--- config.mk ---
export PLATFORM = sky130hd
export DESIGN_NAME = spi_xfer_sequencer
export DESIGN_NICKNAME = d
export VERILOG_FILES = /design/src/rtl/spi_xfer_sequencer.sv
export SDC_FILE = /design/constraint.sdc
export NUM_CORES = 1
export LEC_CHECK = 0
export BUFFER_PORTS_ARGS = -buffer_cell sky130_fd_sc_hd__buf_4
export CORE_MARGIN = 4
export CORE_UTILIZATION = 28
export DETAILED_ROUTE_END_ITERATION = 8
export PLACE_DENSITY_LB_ADDON = 0.08
export SYNTH_ARGS = -nofsm -noshare
export SYNTH_HDL_FRONTEND = slang
export SYNTH_SLANG_ARGS = --single-unit
--- constraint.sdc ---
create_clock -name HCLK -period 3.7 [get_ports HCLK]
set_clock_uncertainty 0.2 [all_clocks]
set_input_delay 0.185 -clock HCLK [delete_from_list [all_inputs] [get_ports HCLK]]
set_output_delay 0.185 -clock HCLK [all_outputs]
set_load 0.01 [all_outputs]
--- src/rtl/spi_xfer_sequencer.sv ---
// spi_xfer_sequencer: AHB-Lite master that runs one complete SPI transaction on
// the AHBspi peripheral per client request.
// Order of accesses: CTRL, SS and TXDATA writes, then STATUS polls until
// write-done, then an RXDATA read that also clears the flags.
// Optional feature: define SPI_SEQ_TIMEOUT_EN to abort polling after TMO_POLLS
// polls. The RXDATA read is still issued, and the response is flagged with rsp_err.
module spi_xfer_sequencer #(
   parameter logic [31:0] SPI_BASE  = 32'h0,
   parameter int unsigned POLL_GAP  = 8,
   parameter int unsigned TMO_POLLS = 1024
) (
   input  logic        HCLK,
   input  logic        HRESETn,
   input  logic        req_valid,
   output logic        req_ready,
   input  logic [31:0] req_ctrl,
   input  logic [31:0] req_ss,
   input  logic [31:0] req_data,
   input  logic [2:0]  req_size,
   output logic        rsp_valid,
   output logic [31:0] rsp_data,
   output logic        rsp_err,
   output logic [31:0] HADDR,
   output logic [1:0]  HTRANS,
   output logic        HWRITE,
   output logic [2:0]  HSIZE,
   output logic [31:0] HWDATA,
   input  logic [31:0] HRDATA,
   input  logic        HREADY
);

   localparam int unsigned GAP_W    = 16;
   localparam int unsigned PCNT_W   = 16;
   localparam int unsigned DONE_BIT = 4;

   localparam logic [1:0]  HTRANS_IDLE   = 2'b00;
   localparam logic [1:0]  HTRANS_NONSEQ = 2'b10;
   localparam logic [2:0]  SIZE_WORD     = 3'b010;

   localparam logic [31:0] ADDR_CTRL = SPI_BASE;
   localparam logic [31:0] ADDR_STAT = SPI_BASE;
   localparam logic [31:0] ADDR_SS   = SPI_BASE + 32'h4;
   localparam logic [31:0] ADDR_TX   = SPI_BASE + 32'h8;
   localparam logic [31:0] ADDR_RX   = SPI_BASE + 32'hC;

   localparam logic [GAP_W-1:0] GAP_LAST = GAP_W'(POLL_GAP - 1);

   typedef enum logic [3:0] {
      S_IDLE,
      S_A_CTRL, S_D_CTRL,
      S_A_SS,   S_D_SS,
      S_A_TX,   S_D_TX,
      S_A_POLL, S_D_POLL,
      S_GAP,
      S_A_RX,   S_D_RX,
      S_RESP
   } state_t;

   state_t           state;
   logic [31:0]      ctrl_q;
   logic [31:0]      ss_q;
   logic [31:0]      data_q;
   logic [2:0]       size_q;
   logic [GAP_W-1:0] gap_cnt;
   logic             tmo_hit_c;

`ifdef SPI_SEQ_TIMEOUT_EN
   logic [PCNT_W-1:0] poll_cnt;

   // Poll budget exhausted: leave the poll loop and drain RXDATA.
   assign tmo_hit_c = 32'(poll_cnt) >= TMO_POLLS;
`else
   logic unused_tmo;

   assign tmo_hit_c  = 1'b0;
   assign unused_tmo = ^32'(TMO_POLLS);
`endif

   // Sequencer FSM. Every bus and client output is registered here.
   always_ff @(posedge HCLK or negedge HRESETn) begin
      if (!HRESETn) begin
         state     <= S_IDLE;
         req_ready <= 1'b1;
         rsp_valid <= 1'b0;
         rsp_data  <= '0;
         rsp_err   <= 1'b0;
         HADDR     <= '0;
         HTRANS    <= HTRANS_IDLE;
         HWRITE    <= 1'b0;
         HSIZE     <= '0;
         HWDATA    <= '0;
         ctrl_q    <= '0;
         ss_q      <= '0;
         data_q    <= '0;
         size_q    <= '0;
         gap_cnt   <= '0;
`ifdef SPI_SEQ_TIMEOUT_EN
         poll_cnt  <= '0;
`endif
      end else begin
         rsp_valid <= 1'b0;
         unique case (state)
            S_IDLE: begin
               if (req_valid && req_ready) begin
                  ctrl_q    <= req_ctrl;
                  ss_q      <= req_ss;
                  data_q    <= req_data;
                  size_q    <= req_size;
                  req_ready <= 1'b0;
                  rsp_err   <= 1'b0;
`ifdef SPI_SEQ_TIMEOUT_EN
                  poll_cnt  <= '0;
`endif
                  HADDR     <= ADDR_CTRL;
                  HWRITE    <= 1'b1;
                  HSIZE     <= SIZE_WORD;
                  HTRANS    <= HTRANS_NONSEQ;
                  state     <= S_A_CTRL;
               end
            end
            S_A_CTRL: begin
               if (HREADY) begin
                  HTRANS <= HTRANS_IDLE;
                  HWDATA <= ctrl_q;
                  state  <= S_D_CTRL;
               end
            end
            S_D_CTRL: begin
               if (HREADY) begin
                  HADDR  <= ADDR_SS;
                  HWRITE <= 1'b1;
                  HSIZE  <= SIZE_WORD;
                  HTRANS <= HTRANS_NONSEQ;
                  state  <= S_A_SS;
               end
            end
            S_A_SS: begin
               if (HREADY) begin
                  HTRANS <= HTRANS_IDLE;
                  HWDATA <= ss_q;
                  state  <= S_D_SS;
               end
            end
            S_D_SS: begin
               if (HREADY) begin
                  HADDR  <= ADDR_TX;
                  HWRITE <= 1'b1;
                  HSIZE  <= size_q;
                  HTRANS <= HTRANS_NONSEQ;
                  state  <= S_A_TX;
               end
            end
            S_A_TX: begin
               if (HREADY) begin
                  HTRANS <= HTRANS_IDLE;
                  HWDATA <= data_q;
                  state  <= S_D_TX;
               end
            end
            S_D_TX: begin
               if (HREADY) begin
                  HADDR  <= ADDR_STAT;
                  HWRITE <= 1'b0;
                  HSIZE  <= SIZE_WORD;
                  HTRANS <= HTRANS_NONSEQ;
                  state  <= S_A_POLL;
               end
            end
            S_A_POLL: begin
               if (HREADY) begin
                  HTRANS <= HTRANS_IDLE;
                  state  <= S_D_POLL;
               end
            end
            S_D_POLL: begin
               if (HREADY) begin
`ifdef SPI_SEQ_TIMEOUT_EN
                  if (poll_cnt != '1) begin
                     poll_cnt <= poll_cnt + PCNT_W'(1);
                  end
`endif
                  if (HRDATA[DONE_BIT]) begin
                     HADDR  <= ADDR_RX;
                     HWRITE <= 1'b0;
                     HSIZE  <= SIZE_WORD;
                     HTRANS <= HTRANS_NONSEQ;
                     state  <= S_A_RX;
                  end else begin
                     gap_cnt <= '0;
                     state   <= S_GAP;
                  end
               end
            end
            S_GAP: begin
               if (gap_cnt == GAP_LAST) begin
                  HWRITE <= 1'b0;
                  HSIZE  <= SIZE_WORD;
                  HTRANS <= HTRANS_NONSEQ;
                  if (tmo_hit_c) begin
                     rsp_err <= 1'b1;
                     HADDR   <= ADDR_RX;
                     state   <= S_A_RX;
                  end else begin
                     HADDR   <= ADDR_STAT;
                     state   <= S_A_POLL;
                  end
               end else begin
                  gap_cnt <= gap_cnt + GAP_W'(1);
               end
            end
            S_A_RX: begin
               if (HREADY) begin
                  HTRANS <= HTRANS_IDLE;
                  state  <= S_D_RX;
               end
            end
            S_D_RX: begin
               if (HREADY) begin
                  rsp_data  <= HRDATA;
                  rsp_valid <= 1'b1;
                  state     <= S_RESP;
               end
            end
            S_RESP: begin
               req_ready <= 1'b1;
               state     <= S_IDLE;
            end
            default: begin
               state <= S_IDLE;
            end
         endcase
      end
   end

endmodule

==> results of run 1 <==
[cells in the final DEF (no fill, tap or decap), drive strengths merged, types with 3 or more instances in the layout]
master	count
or4	3
conb	32
or3	4
clkinv	6
nand2	142
buf	219
nand2b	6
nand4	3
nor4	4
nor2	21
xor2	5
a22o	32
clkbuf	19
mux2i	3
o21ai	42
mux2	104
dfrtp	191
o211ai	3
dlygate4sd3	134
nand3	6
a21oi	40
nor3	7
xnor2	5
inv	16
[cells in the mapped netlist, drive strengths merged, types with 3 or more instances]
master,count
clkbuf,24
mux2,104
a22o,32
xnor2,5
nor2,21
nand4,3
or3,4
dfrtp,191
mux2i,3
o21ai,42
nand2b,6
buf,50
nor3,7
inv,9
nor4,4
xor2,5
or4,3
nand2,142
nand3,6
o211ai,3
a21oi,40
[worst max-delay path: stages, from the launching register on]
cell and delay [ps]:
dfrtp_1 700, nand2b_1 290, nor2_4 850, nor2_4 400, a21oi_1 240, o21ai_0 90
[what timing repair did]
item                      4_1_cts  5_1_grt
resized for setup               0        0
hold buffers                  134        0
hold endpoints to repair      216        0
[worst paths after layout]
path,from,to,cells after the start
min in group HCLK,HRDATA[12],rsp_data[12]$_DFFE_PN0P_,4
worst min-delay path,HRESETn,rsp_data[1]$_DFFE_PN0P_,2
worst min register to register,rsp_data[11]$_DFFE_PN0P_,rsp_data[11]$_DFFE_PN0P_,2
worst max-delay path,state[2]$_DFFE_PN0P_,HWDATA[18]$_DFFE_PN0P_,5
max in group asynchronous,HRESETn,ctrl_q[20]$_DFFE_PN0P_,3
worst max register to register,state[2]$_DFFE_PN0P_,HWDATA[18]$_DFFE_PN0P_,5
[routing by layer]
metal,routed length (µm),share of wire
met1,10200,0.44
met2,11600,0.50
met3,1090,0.047
met4,178,0.0077
met5,0,0
[flip-flops by register name (all words and copies together), names as in the netlist]
name and flops:
ctrl_q 32, state 4, rsp_valid 1, HTRANS 1, HADDR 2, ss_q 32
data_q 32, HWRITE 1, req_ready 1, rsp_data 32, gap_cnt 16, HSIZE 3
size_q 3, HWDATA 32
[kinds of logic after synthesis]
logic type | share of synthesized area
muxes | 0.144
and+or+nand+nor | 0.111
other | 0.000449
adders and majority gates | 0.00150
DFF | 0.576
xor gates and xnor gates | 0.0105
buffers and inverters | 0.0546
AOI/OAI and AO/OA | 0.102
[area by class of cell]
| cell class | count | share of cell area |
|---|---|---|
| tap | 384 | 0.0396 |
| clock inverter | 13 | 0.0121 |
| multi-input combinational | 491 | 0.265 |
| sequential | 192 | 0.396 |
| inverter | 9 | 0.00278 |
| timing repair buffer | 354 | 0.248 |
| clock buffer | 18 | 0.0354 |
| antenna | 1 | 0.000206 |
[power by group through the flow]
stage	Clock (mW)	Sequential [mW]	Combinational [mW]
6_report	1.83	3.43	2.56
3_5_place_dp	0	3.48	2.50
5_1_grt	1.98	3.55	2.86
3_3_place_gp	0	3.48	2.48
4_1_cts	1.90	3.44	2.62
2_1_floorplan	0	3.48	1.33
==> flow_metrics.env, run 1 <==
export IMPL_status="finished clean"
export IMPL_die_width_um=181
export IMPL_grtUsageMet3=0.0343
export IMPL_powerDensity_mw_per_mm2=645
export IMPL_clk_path_buf_depth=2
export IMPL_rows=62
export IMPL_pre_cts_ws_ps=650
export IMPL_ant_nets=0
export IMPL_setup_viol=0
export IMPL_fmax_ghz=0.338
export IMPL_drv_cap=0
export IMPL_wl_per_cell_um=15.8
export IMPL_grt_pass1_vias=6618
export IMPL_cts_tree="built"
export IMPL_clock_sinks=192
export IMPL_route_detailed_drc=0
export IMPL_tightestPinTransition_ps=1040
export IMPL_hold_viol=0
export IMPL_grt_ovfl_total=0
export IMPL_placed_area_mm2=0.0102
export IMPL_start_util=0.288
export IMPL_final_area_mm2=0.0121
export IMPL_yosys_warnings=0
export IMPL_clkLatencyLatePin_ps=430
export IMPL_routabilityCongestion=0.752
export IMPL_cts_buffers=17
export IMPL_nFillCells=2842
export IMPL_finalCriticalPeriod_ps=2950
export IMPL_cp_end_kind="register"
export IMPL_rsz0062_at_grt="no"
export IMPL_finalPower_mw=7.82
export IMPL_final_seq_area_mm2=0.00481
export IMPL_drive_gt1_frac=0.339
export IMPL_hold_ws_ps=145
export IMPL_vias=6400
export IMPL_avgSynthCellArea_um2=11.4
export IMPL_ioPinCount=240
export IMPL_die_y_um=181
export IMPL_async_reset_ff_frac=1.00
export IMPL_core_area_mm2=0.0290
export IMPL_maxSlewHeadroom=0.302
export IMPL_synth_edf_count=0
export IMPL_fin_crit_sh=0.799
export IMPL_track_usage=0.143
export IMPL_ys_seq_area_frac=0.576
export IMPL_area_delta_synth_final_pct=45.4
export IMPL_path_clk_slew_ps=90
export IMPL_crit_fanout=33
export IMPL_cts_root_buf="clkbuf_16"
export IMPL_comb_power_share=0.327
export IMPL_worst_ep_required_time_ps=3780
export IMPL_pwr_share_seq=0.439
export IMPL_synth_cell_type_count=51
export IMPL_dp_hpwl_um=15400
export IMPL_grt_start_max_net_pins=87
export IMPL_die_area_mm2=0.0326
export IMPL_h_tree_depth=4
export IMPL_critPathKind="reg -> reg"
export IMPL_multiInputGateArea_mm2=0.00322
export IMPL_fin_util=0.418
export IMPL_firstDrtPassIters=5
export IMPL_fin_setup_tns_ps=0
export IMPL_syn_area_mm2=0.00834
export IMPL_yosysTopAreaCellShare=0.573
export IMPL_dp_cells=1296
export IMPL_antenna_found_initial=1
export IMPL_pwr_share_clk=0.234
export IMPL_internal_power_mw=5.12
export IMPL_p_sw_frac=0.345
export IMPL_fin_cells=1462
export IMPL_busiest_layer="met2"
export IMPL_synth_ff_type="dfrtp_1"
export IMPL_rrSetupSlack_ps=750
export IMPL_nets=1201
export IMPL_syn_inst=735
export IMPL_leakage_nw=5.95
export IMPL_synth_area_leaders="dfrtp_1 57%, mux2_2 14%, nand2_1 6.4%"
export IMPL_ys_ff_latch=192
export IMPL_cp_start_kind="register"
export IMPL_slew_viol_final=0
export IMPL_cp_data_arrival_time_ps=3030
export IMPL_switchingPower_mw=2.70
export IMPL_wl_um=23100
export IMPL_yosys_area_top_type="dfrtp_1"
export IMPL_grt_pass1_wl_um=37700
export IMPL_grtUsageMet2=0.241
export IMPL_met1_usage=0.187
export IMPL_ir_drop_mv=0.311
export IMPL_post_cts_setup_buffers=0
export IMPL_drt_initial_drc_count=195
export IMPL_setup_slack_ps=745
export IMPL_viasPerCell=4.38
export IMPL_io_buffers=207
export IMPL_hp_class="in -> async"
Note: power is estimated with default switching activity, not from simulation.
==> run 2, diff against run 1 <==
Clock period 3.7 ns to 2.5 ns, I/O delays scaled along.
==> flow_metrics.env, run 2 (same netlist as run 1, synthesis figures left out) <==
export IMPL_status="finished clean"
export IMPL_cts_tree="built"
export IMPL_path_cells="buf_4 -> or3b_4 -> a2111o_1 -> or3_1 -> a21oi_1"
export IMPL_grt_pass1_vias=7064
export IMPL_slew_viol_final=0
export IMPL_drive_gt1_frac=0.355
export IMPL_die_y_um=181
export IMPL_track_usage=0.147
export IMPL_io_buffers=207
export IMPL_leakage_nw=6.09
export IMPL_fin_setup_tns_ps=0
export IMPL_post_cts_resize_count=0
export IMPL_clock_sinks=192
export IMPL_dp_cells=1323
export IMPL_final_common_cell="buf_4"
export IMPL_vias=6542
export IMPL_cts_root_buf="clkbuf_16"
export IMPL_ant_nets=0
export IMPL_nFillCells=2831
export IMPL_grt_pass1_wl_um=39200
export IMPL_worst_ep_required_time_ps=2640
export IMPL_cts_buffers=17
export IMPL_drt_initial_drc_count=277
export IMPL_cp_start_kind="register"
export IMPL_multiInputGateArea_mm2=0.00322
export IMPL_rsz0062_at_grt="no"
export IMPL_ir_drop_mv=0.403
export IMPL_finalCriticalPeriod_ps=2360
export IMPL_ioPinCount=240
export IMPL_h_tree_depth=4
export IMPL_wl_um=23500
export IMPL_cp_slowest_cell="a2111o_1"
export IMPL_hp_class="in -> async"
export IMPL_die_area_mm2=0.0326
export IMPL_crit_fanout=8
export IMPL_nets=1228
export IMPL_fin_cells=1488
export IMPL_setup_viol=0
export IMPL_path_clk_slew_ps=80
export IMPL_cp_end_kind="register"
export IMPL_routabilityCongestion=0.785
export IMPL_firstDrtPassIters=4
export IMPL_post_cts_setup_buffers=0
export IMPL_wl_per_cell_um=15.8
export IMPL_grt_start_max_net_pins=77
export IMPL_clkLatencyLatePin_ps=430
export IMPL_clk_path_buf_depth=2
export IMPL_maxSlewHeadroom=0.350
export IMPL_tightestPinTransition_ps=973
export IMPL_die_width_um=181
export IMPL_cp_slowest_stage_delay_ps=530
export IMPL_final_cell_mix="237 x buf_4, 191 x dfrtp_1, 142 x nand2_1, 134 x dlygate4sd3_1, 104 x mux2_2"
export IMPL_antenna_found_initial=2
export IMPL_area_delta_synth_final_pct=48.7
export IMPL_drv_cap=0
export IMPL_cp_data_arrival_time_ps=2500
export IMPL_final_seq_area_mm2=0.00481
export IMPL_dp_hpwl_um=16000
export IMPL_route_detailed_drc=0
export IMPL_core_area_mm2=0.0290
export IMPL_hold_viol=0
export IMPL_rr_worst_depth=5
export IMPL_start_util=0.288
export IMPL_powerDensity_mw_per_mm2=947
export IMPL_fin_crit_sh=0.942
export IMPL_fmax_ghz=0.424
export IMPL_rows=62
export IMPL_grt_ovfl_total=0
export IMPL_viasPerCell=4.40
export IMPL_critPathKind="reg -> reg"
-- run 2: cell types whose count changed in the layout (fill, tap and decap cells not counted), sizes merged --
cell	delta
buf	+27
clkinv	-2
inv	-1
clkbuf	-1
clkinvlp	+3
-- run 2: final cells by class --
cell class | count | share of cell area
sequential | 192 | 0.387
timing repair buffer | 381 | 0.267
multi-input combinational | 491 | 0.260
tap | 384 | 0.0387
clock buffer | 17 | 0.0343
clock inverter | 13 | 0.00988
inverter | 9 | 0.00272
antenna | 1 | 0.000202
-- run 2: metal layers --
metal	wire length, µm	up-vias	global-route usage
met5	7	-	0
met4	315	2	0.0354
met3	982	18	0.0313
met2	11800	140	0.255
met1	10400	3188	0.189
li1	-	3194	-
-- run 2: through the flow --
stage | cell area [µm²] | setup WS (ps) | power [mW] | utilization | hold slack (ps)
after detailed placement | 10500 | 118 | 9.08 | 0.362 | 30.2
after global placement | 10500 | 164 | 9.06 | 0.362 | 28.9
after floorplan | 8460 | 229 | 7.11 | - | -371
after CTS | 12400 | 107 | 12.0 | 0.428 | 112
after global routing | 12400 | 8.05 | 12.6 | 0.428 | 153
final | 12400 | 144 | 11.7 | 0.428 | 92.4
-- run 2: worst max-delay path, delay by kind of cell, from the launching register on --
| family | cells | cell delay (ps) |
|---|---|---|
| AO/OA/AOI/OAI | 2 | 670 |
| buffers and inverters | 1 | 180 |
| flip-flops | 1 | 470 |
| AND/OR/NAND/NOR | 2 | 740 |
-- run 2: final timing paths --
| kind | from | endpoint | slack [ps] |
|---|---|---|---|
| worst max register to register | state[1]$_DFFE_PN0P_ | gap_cnt[7]$_DFFE_PN0P_ | 140 |
| max in group asynchronous | HRESETn | req_ready$_DFFE_PN1P_ | 1210 |
| min in group HCLK | HRDATA[12] | rsp_data[12]$_DFFE_PN0P_ | 220 |
| worst min-delay path | HRESETn | rsp_data[30]$_DFFE_PN0P_ | 90 |
| worst max-delay path | state[1]$_DFFE_PN0P_ | gap_cnt[7]$_DFFE_PN0P_ | 140 |
| worst min register to register | rsp_data[27]$_DFFE_PN0P_ | rsp_data[27]$_DFFE_PN0P_ | 280 |
-- run 2: repair_timing --
action / CTS / global route
endpoints found under the setup margin: 0 / 0
hold buffers: 134 / 0
hold endpoints to repair: 205 / 0
-- run 2: power breakdown --
part | internal (mW) | switching (mW) | leakage (nW)
Clock | 1.31 | 1.34 | 0.261
Combinational | 2.10 | 1.97 | 3.24
Sequential | 4.31 | 0.726 | 2.59
Total | 7.72 | 4.03 | 6.09
